<file path="config.mk">
export PLATFORM = sky130hd
export DESIGN_NAME = onchip_memory_master
export DESIGN_NICKNAME = d
export VERILOG_FILES = /design/src/rtl/onchip_memory_master_pkg.sv /design/src/rtl/avm_rd_fifo.sv /design/src/rtl/onchip_memory_master.sv
export SDC_FILE = /design/constraint.sdc
export NUM_CORES = 1
export LEC_CHECK = 0
export CAP_MARGIN = 20
export CORE_AREA = 8 8 118 120
export CTS_CLUSTER_SIZE = 25
export DETAILED_ROUTE_END_ITERATION = 10
export DIE_AREA = 0 0 126 128
export PLACE_DENSITY = 0.81
export SYNTH_ARGS = -nofsm -noshare
export SYNTH_HDL_FRONTEND = slang
export SYNTH_SLANG_ARGS = --single-unit
export TNS_END_PERCENT = 1
</file>
<file path="constraint.sdc">
create_clock -name clk -period 3 [get_ports clk]
set_clock_uncertainty 0.15 [all_clocks]
set_input_delay 0.6 -clock clk [delete_from_list [all_inputs] [get_ports clk]]
set_output_delay 0.6 -clock clk [all_outputs]
set_load 0.01 [all_outputs]
</file>
<file path="src/rtl/onchip_memory_master_pkg.sv">
// onchip_memory_master_pkg
//   Shared definitions for the on-chip memory initiator: the command FSM state
//   encoding and the all-lanes byte-enable constant.
package onchip_memory_master_pkg;

  typedef enum logic [1:0] {
    IDLE  = 2'd0,
    WRITE = 2'd1,
    READ  = 2'd2,
    DRAIN = 2'd3
  } state_e;

  localparam logic [3:0] BYTEEN_ALL = 4'hF;

endpackage

</file>
<file path="src/rtl/avm_rd_fifo.sv">
// avm_rd_fifo
//   Small synchronous FIFO holding read data returned by the memory until the
//   downstream consumer takes it.
//   Ports:
//     clk, clr_n              clock, asynchronous active-low clear
//     push, push_data         write side (no full check; the caller limits pushes by credit)
//     out_valid/out_ready     read-side handshake
//     out_data                head word; while empty it holds the last word popped
//     count                   current occupancy
//   FIFO_DEPTH must be a power of two and at least 2.
module avm_rd_fifo #(
  parameter int FIFO_DEPTH = 2,
  parameter int DATA_W     = 32,
  localparam int PTR_W     = $clog2(FIFO_DEPTH),
  localparam int CNT_W     = $clog2(FIFO_DEPTH + 1)
) (
  input  logic              clk,
  input  logic              clr_n,
  input  logic              push,
  input  logic [DATA_W-1:0] push_data,
  output logic              out_valid,
  input  logic              out_ready,
  output logic [DATA_W-1:0] out_data,
  output logic [CNT_W-1:0]  count
);

  logic [DATA_W-1:0] mem [FIFO_DEPTH];
  logic [PTR_W-1:0]  wr_ptr, rd_ptr;
  logic [DATA_W-1:0] last_q;
  logic              pop;

  assign out_valid = (count != '0);
  assign pop       = out_valid && out_ready;
  // Empty FIFO keeps presenting the most recently delivered word.
  assign out_data  = out_valid ? mem[rd_ptr] : last_q;

  always_ff @(posedge clk or negedge clr_n) begin
    if (!clr_n) begin
      wr_ptr <= '0;
      rd_ptr <= '0;
      count  <= '0;
      last_q <= '0;
      for (int i = 0; i < FIFO_DEPTH; i++) mem[i] <= '0;
    end else begin
      if (push) begin
        mem[wr_ptr] <= push_data;
        wr_ptr      <= wr_ptr + PTR_W'(1);
      end
      if (pop) begin
        last_q <= mem[rd_ptr];
        rd_ptr <= rd_ptr + PTR_W'(1);
      end
      case ({push, pop})
        2'b10:   count <= count + CNT_W'(1);
        2'b01:   count <= count - CNT_W'(1);
        default: count <= count;
      endcase
    end
  end

endmodule

</file>
<file path="src/rtl/onchip_memory_master.sv">
// onchip_memory_master
//   Avalon-MM initiator for a 2^ADDR_W x DATA_W single-port on-chip memory
//   (read latency READ_LATENCY). Executes block commands: a write streams
//   wr_data words into consecutive addresses, a read streams memory words out
//   through a credit-managed FIFO so rd_ready backpressure never drops data.
//   Ports:
//     clk, reset_n                    clock, asynchronous active-low reset
//     cmd_valid/cmd_ready, cmd_write, cmd_addr, cmd_len   block command (len 0 = no-op)
//     wr_valid/wr_ready, wr_data      write-data stream
//     rd_valid/rd_ready, rd_data      read-data stream
//     done                            one-cycle pulse after command completion
//     busy                            command in progress
//     avm_*                           Avalon-MM initiator towards the memory's s1 port
module onchip_memory_master
  import onchip_memory_master_pkg::*;
#(
  parameter int ADDR_W       = 5,
  parameter int DATA_W       = 32,
  parameter int LEN_W        = 6,
  parameter int FIFO_DEPTH   = 2,
  parameter int READ_LATENCY = 1
) (
  input  logic              clk,
  input  logic              reset_n,
  input  logic              cmd_valid,
  output logic              cmd_ready,
  input  logic              cmd_write,
  input  logic [ADDR_W-1:0] cmd_addr,
  input  logic [LEN_W-1:0]  cmd_len,
  input  logic              wr_valid,
  output logic              wr_ready,
  input  logic [DATA_W-1:0] wr_data,
  output logic              rd_valid,
  input  logic              rd_ready,
  output logic [DATA_W-1:0] rd_data,
  output logic              done,
  output logic              busy,
  output logic [ADDR_W-1:0] avm_address,
  output logic [3:0]        avm_byteenable,
  output logic              avm_chipselect,
  output logic              avm_write,
  output logic [DATA_W-1:0] avm_writedata,
  output logic              avm_debugaccess,
  output logic              avm_clken,
  output logic              avm_reset_req,
  output logic              avm_freeze,
  input  logic [DATA_W-1:0] avm_readdata
);

  localparam int CNT_W = $clog2(FIFO_DEPTH + 1);
  localparam int INF_W = $clog2(READ_LATENCY + 1);

  state_e                state;
  logic [ADDR_W-1:0]     cur_addr;
  logic [LEN_W-1:0]      remaining;
  logic                  done_q;
  logic [READ_LATENCY:1] vld_pipe;   // one bit per outstanding read, aged each cycle
  logic [INF_W-1:0]      inflight;
  logic [CNT_W-1:0]      fifo_count;
  logic                  wr_issue, rd_issue, rd_push, rd_pop, credit_ok, last_beat;

  always_comb begin
    inflight = '0;
    for (int i = 1; i <= READ_LATENCY; i++) inflight = inflight + INF_W'(vld_pipe[i]);
  end

  // Reads already issued but not yet in the FIFO still own a slot, so the
  // FIFO can never overflow whatever rd_ready does.
  assign credit_ok = (int'(fifo_count) + int'(inflight)) < FIFO_DEPTH;
  assign wr_issue  = (state == WRITE) && wr_valid;
  assign rd_issue  = (state == READ) && credit_ok;
  assign rd_push   = vld_pipe[READ_LATENCY];
  assign rd_pop    = rd_valid && rd_ready;
  assign last_beat = (remaining == LEN_W'(1));

  // The done cycle keeps cmd_ready low so commands are always separated.
  assign cmd_ready = (state == IDLE) && !done_q;
  assign wr_ready  = (state == WRITE);
  assign done      = done_q;
  assign busy      = (state != IDLE) || done_q;

  assign avm_chipselect  = wr_issue || rd_issue;
  assign avm_write       = wr_issue;
  // The memory only honours writes when debugaccess is set.
  assign avm_debugaccess = wr_issue;
  assign avm_byteenable  = avm_chipselect ? BYTEEN_ALL : 4'h0;
  assign avm_address     = cur_addr;
  assign avm_writedata   = wr_issue ? wr_data : '0;
  assign avm_clken       = 1'b1;
  assign avm_reset_req   = 1'b0;
  assign avm_freeze      = 1'b0;

  always_ff @(posedge clk or negedge reset_n) begin
    if (!reset_n) begin
      state     <= IDLE;
      cur_addr  <= '0;
      remaining <= '0;
      done_q    <= 1'b0;
      vld_pipe  <= '0;
    end else begin
      done_q      <= 1'b0;
      vld_pipe[1] <= rd_issue;
      for (int i = 2; i <= READ_LATENCY; i++) vld_pipe[i] <= vld_pipe[i-1];
      case (state)
        IDLE: begin
          if (cmd_valid && cmd_ready) begin
            cur_addr  <= cmd_addr;
            remaining <= cmd_len;
            if (cmd_len == '0) done_q <= 1'b1;
            else               state  <= cmd_write ? WRITE : READ;
          end
        end
        WRITE: begin
          if (wr_issue) begin
            cur_addr  <= cur_addr + ADDR_W'(1);   // wraps modulo memory depth
            remaining <= remaining - LEN_W'(1);
            if (last_beat) begin
              state  <= IDLE;
              done_q <= 1'b1;
            end
          end
        end
        READ: begin
          if (rd_issue) begin
            cur_addr  <= cur_addr + ADDR_W'(1);
            remaining <= remaining - LEN_W'(1);
            if (last_beat) state <= DRAIN;
          end
        end
        DRAIN: begin
          // Nothing left in flight and the final word leaves this cycle.
          if (inflight == '0 && fifo_count == CNT_W'(1) && rd_pop) begin
            state  <= IDLE;
            done_q <= 1'b1;
          end
        end
        default: state <= IDLE;
      endcase
    end
  end

  avm_rd_fifo #(
    .FIFO_DEPTH (FIFO_DEPTH),
    .DATA_W     (DATA_W)
  ) u_rd_fifo (
    .clk       (clk),
    .clr_n     (reset_n),
    .push      (rd_push),
    .push_data (avm_readdata),
    .out_valid (rd_valid),
    .out_ready (rd_ready),
    .out_data  (rd_data),
    .count     (fifo_count)
  );

endmodule

</file>
==> impl_metrics.csv <==
group,metric,value,unit
pwr,power_density,1181,nW/µm²
synth,synth_xor_area_share,0.5977,%
clocking,postCtsSetupRepairBufs,0,
synth,yosysSeqAreaShare,49.09,%
setup_path,crit_path_cell_trace,"inv_1 > ha_1 > clkinv_1 > buf_4 > mux2_2 > clkdlybuf4s50_1",
clocking,clock_latency,410,ps
synth,synth-main-ff-cell,"dfrtp_1",
finish,nFillCells,909,
detailed_routing,drc_errors,0,
setup_path,required,2250,ps
synth,synthArstFlopShare,100.0,%
synth,ys_ff_latch,115,
detailed_routing,via_count,4526,
floorplan,die-area,16130,µm²
global_route,first_global_vias,4859,
pwr,leakage,0.003747,µW
placement,dpl.hpwl,10.92,mm
sta,rsz0062_at_grt,"false",
synth,synth-compound-area-share,4.141,%
pwr,ir_worst_vdd,0.5829,mV
run_status,outcome,"finished clean",
global_route,grt_pass1_wl,24.27,mm
floorplan,io_pins,165,
floorplan,dieHeight,128,µm
sta,worst_pin_slew,754.3,ps
floorplan,core_area,12210,µm²
global_route,antenna_found_initial,0,
finish,multi_input_area,2743,µm²
synth,ys_types,39,
detailed_routing,drt-pass1-iter-count,4,
detailed_routing,ant_nets,0,
setup_path,reg2reg_to,"remaining[4]$_DFFE_PN0P_",
flow_run,max_cap_violations,0,
synth,ys.warnings.count,0,
finish,syn_to_final_growth,39.27,%
global_route,grt_max_degree,60,
placement,gp_congestion,0.8932,
sta,max_freq,342.6,MHz
synth,synth_area_leaders,"dfrtp_1, mux2_2, nand2_1, and3_1, ha_1",
setup_path,worstRegToRegCells,7,
setup_path,cp_num_buf_inv,4,
setup_path,crit_path_start_kind,"register",
clocking,htreeDepth,4,
clocking,cts_hold_buf,0,
clocking,numClockSinks,115,
setup_path,crit_type,"reg2out",
setup_path,cpPeakStageDelay,480,ps
sta,hold_violations,0,
detailed_routing,wl_per_cell,17.94,µm
sta,max-slew-margin-rel,49.71,%
synth,syn-instance-count,533,
setup_path,regToRegSetupSlack,680,ps
synth,yosys.area_share.simple,13.94,%
sta,setup_tns,0,ps
synth,synth_top_family_by_area,"multiplexers",
clocking,cts_tree,"yes",
detailed_routing,finalWirelength,15.32,mm
placement,io_buffers,161,
sta,timing.final.crit_period,2919,ps
synth,synthMuxAreaShare,25.44,%
floorplan,rows,41,
synth,syn-cell-area,5862,µm²
finish,fin_nets,783,
setup_path,cp_max_fo,6,
sta,setup_viol,0,
setup_path,crit_path_top_delay_cell,"clkdlybuf4s50_1",
synth,ys_top_cells_by_count,"mux2_2, dfrtp_1, nand2_1",
detailed_routing,first_iter_violations,224,
clocking,root_buffer,"clkbuf_16",
synth,synth_edf_count,0,
clocking,cts.path.max_buffers,2,
clocking,path_clk_slew,60,ps
sta,drv_slew,0,
sta,holdWs,109.4,ps
setup_path,cp_top_family,"buffers and inverters",
finish,seqCellArea,2878,µm²
global_route,overflow,0,
pwr,finalPower,9643,µW
setup_path,arrival,2170,ps
clocking,cts_buffers,17,
setup_path,endpoint_kind,"output port",
global_route,grtUsageTotal,18.99,%
min_path,hold_path.class,"in2async",
floorplan,start_util,48.01,%
detailed_routing,via_per_inst,5.300,
finish,drive_gt1_share,26.28,%
floorplan,die_w,126,µm
finish,antenna_cells,0,
synth,synth_top_area_cell,"dfrtp_1",
setup_path,r2r_start,"state[0]$_DFFE_PN0P_",
synth,synthAdderAreaFrac,2.348,%
synth,synth_top_area_share,49.09,%
sta,period_share,97.29,%
synth,yosysMostFrequentCell,"mux2_2",
synth,syn_avg_cell_area,11.00,µm²
[worst max path at each step]
stage                                        start           endpoint  slack [ps]  depth (start not counted)
global route        u_rd_fifo.count[0]$_DFFE_PN0P_         rd_data[5]           3                          6
CTS                 u_rd_fifo.count[0]$_DFFE_PN0P_         rd_data[7]          40                          6
finish              u_rd_fifo.count[0]$_DFFE_PN0P_         rd_data[7]          80                          6
floorplan           u_rd_fifo.count[0]$_DFFE_PN0P_        rd_data[20]         730                          5
global placement                          wr_valid  avm_byteenable[0]         200                          4
detailed placement                        wr_valid  avm_writedata[29]         170                          4
[through the flow]
stage	cells	cell area, µm²	setup WS (ps)	utilization, %
2_1_floorplan	534	5866	728.5	-
3_3_place_gp	822	7611	200.9	62.34
3_5_place_dp	822	7611	168.3	62.34
4_1_cts	854	8160	35.22	66.84
5_1_grt	854	8164	2.976	66.87
6_report	854	8164	81.30	66.87
[timing repair]
| action | 4_1_cts | 5_1_grt |
|---|---|---|
| endpoints found under the setup margin | 32 | 3 |
| cloned | 0 | 0 |
| gates resized for setup | 27 | 1 |
[state kept, by name, summed over array words and instances (netlist names)]
| name | cells |
|---|---|
| remaining | 6 |
| rd_push | 1 |
| done | 1 |
| avm_address | 5 |
| u_rd_fifo.last_q | 32 |
| u_rd_fifo.count | 2 |
| u_rd_fifo.rd_ptr | 1 |
| state | 2 |
| u_rd_fifo.mem | 64 |
| u_rd_fifo.wr_ptr | 1 |
[cells by family (layout without fill, tap and decap cells)]
kind of cell | Yosys count | after routing
AO/OA/AOI/OAI | 37 | 37
XOR/XNOR | 4 | 4
adder cells (fa/ha/maj) | 11 | 11
buffers and inverters | 52 | 222
flip-flops | 115 | 115
multiplexers | 133 | 133
other | 2 | 3
AND/OR/NAND/NOR | 179 | 179
[worst register-to-register path: stages, from the launching register on]
cell,delay [ps]
dfrtp_1,400
inv_1,140
ha_1,250
buf_4,210
nand2b_1,160
a221o_1,460
o21ai_0,190
a211oi_1,270
[power breakdown]
part / switching, µW / leakage, µW / internal [µW]
sequential: 449 / 0.00139 / 2350
clock: 735 / 0.000269 / 1190
combinational: 2310 / 0.00209 / 2620
[layout make-up]
type / instances / area share (%)
clock buffers: 19 / 5.548
clock inverters: 13 / 1.533
inverters: 13 / 0.5977
multi-input cells: 367 / 33.59
flip-flops and latches: 115 / 35.25
well taps: 150 / 2.299
repair buffers: 177 / 21.18
[layout by cell type, fill, tap and decap left out, types with 6 or more instances in the layout]
cell,Yosys,final
and3_1,32,32
a21oi_1,6,6
ha_1,11,11
buf_4,8,14
mux2_2,128,128
clkdlybuf4s50_1,0,134
dlygate4sd2_1,0,26
o21ai_0,12,12
nor3_1,6,6
inv_1,11,11
clkbuf_16,0,17
dfrtp_1,115,115
nand2_1,106,106
nor2_1,12,11
[metal layers]
metal	part of all wire (%)	track usage, %	vias up
met5	0	0	-
met4	1.5	7.077	0
met3	7.2	6.323	19
met2	52	34.46	154
met1	39	20.08	2210
li1	-	-	2143
(Power assumes the default switching activity.)
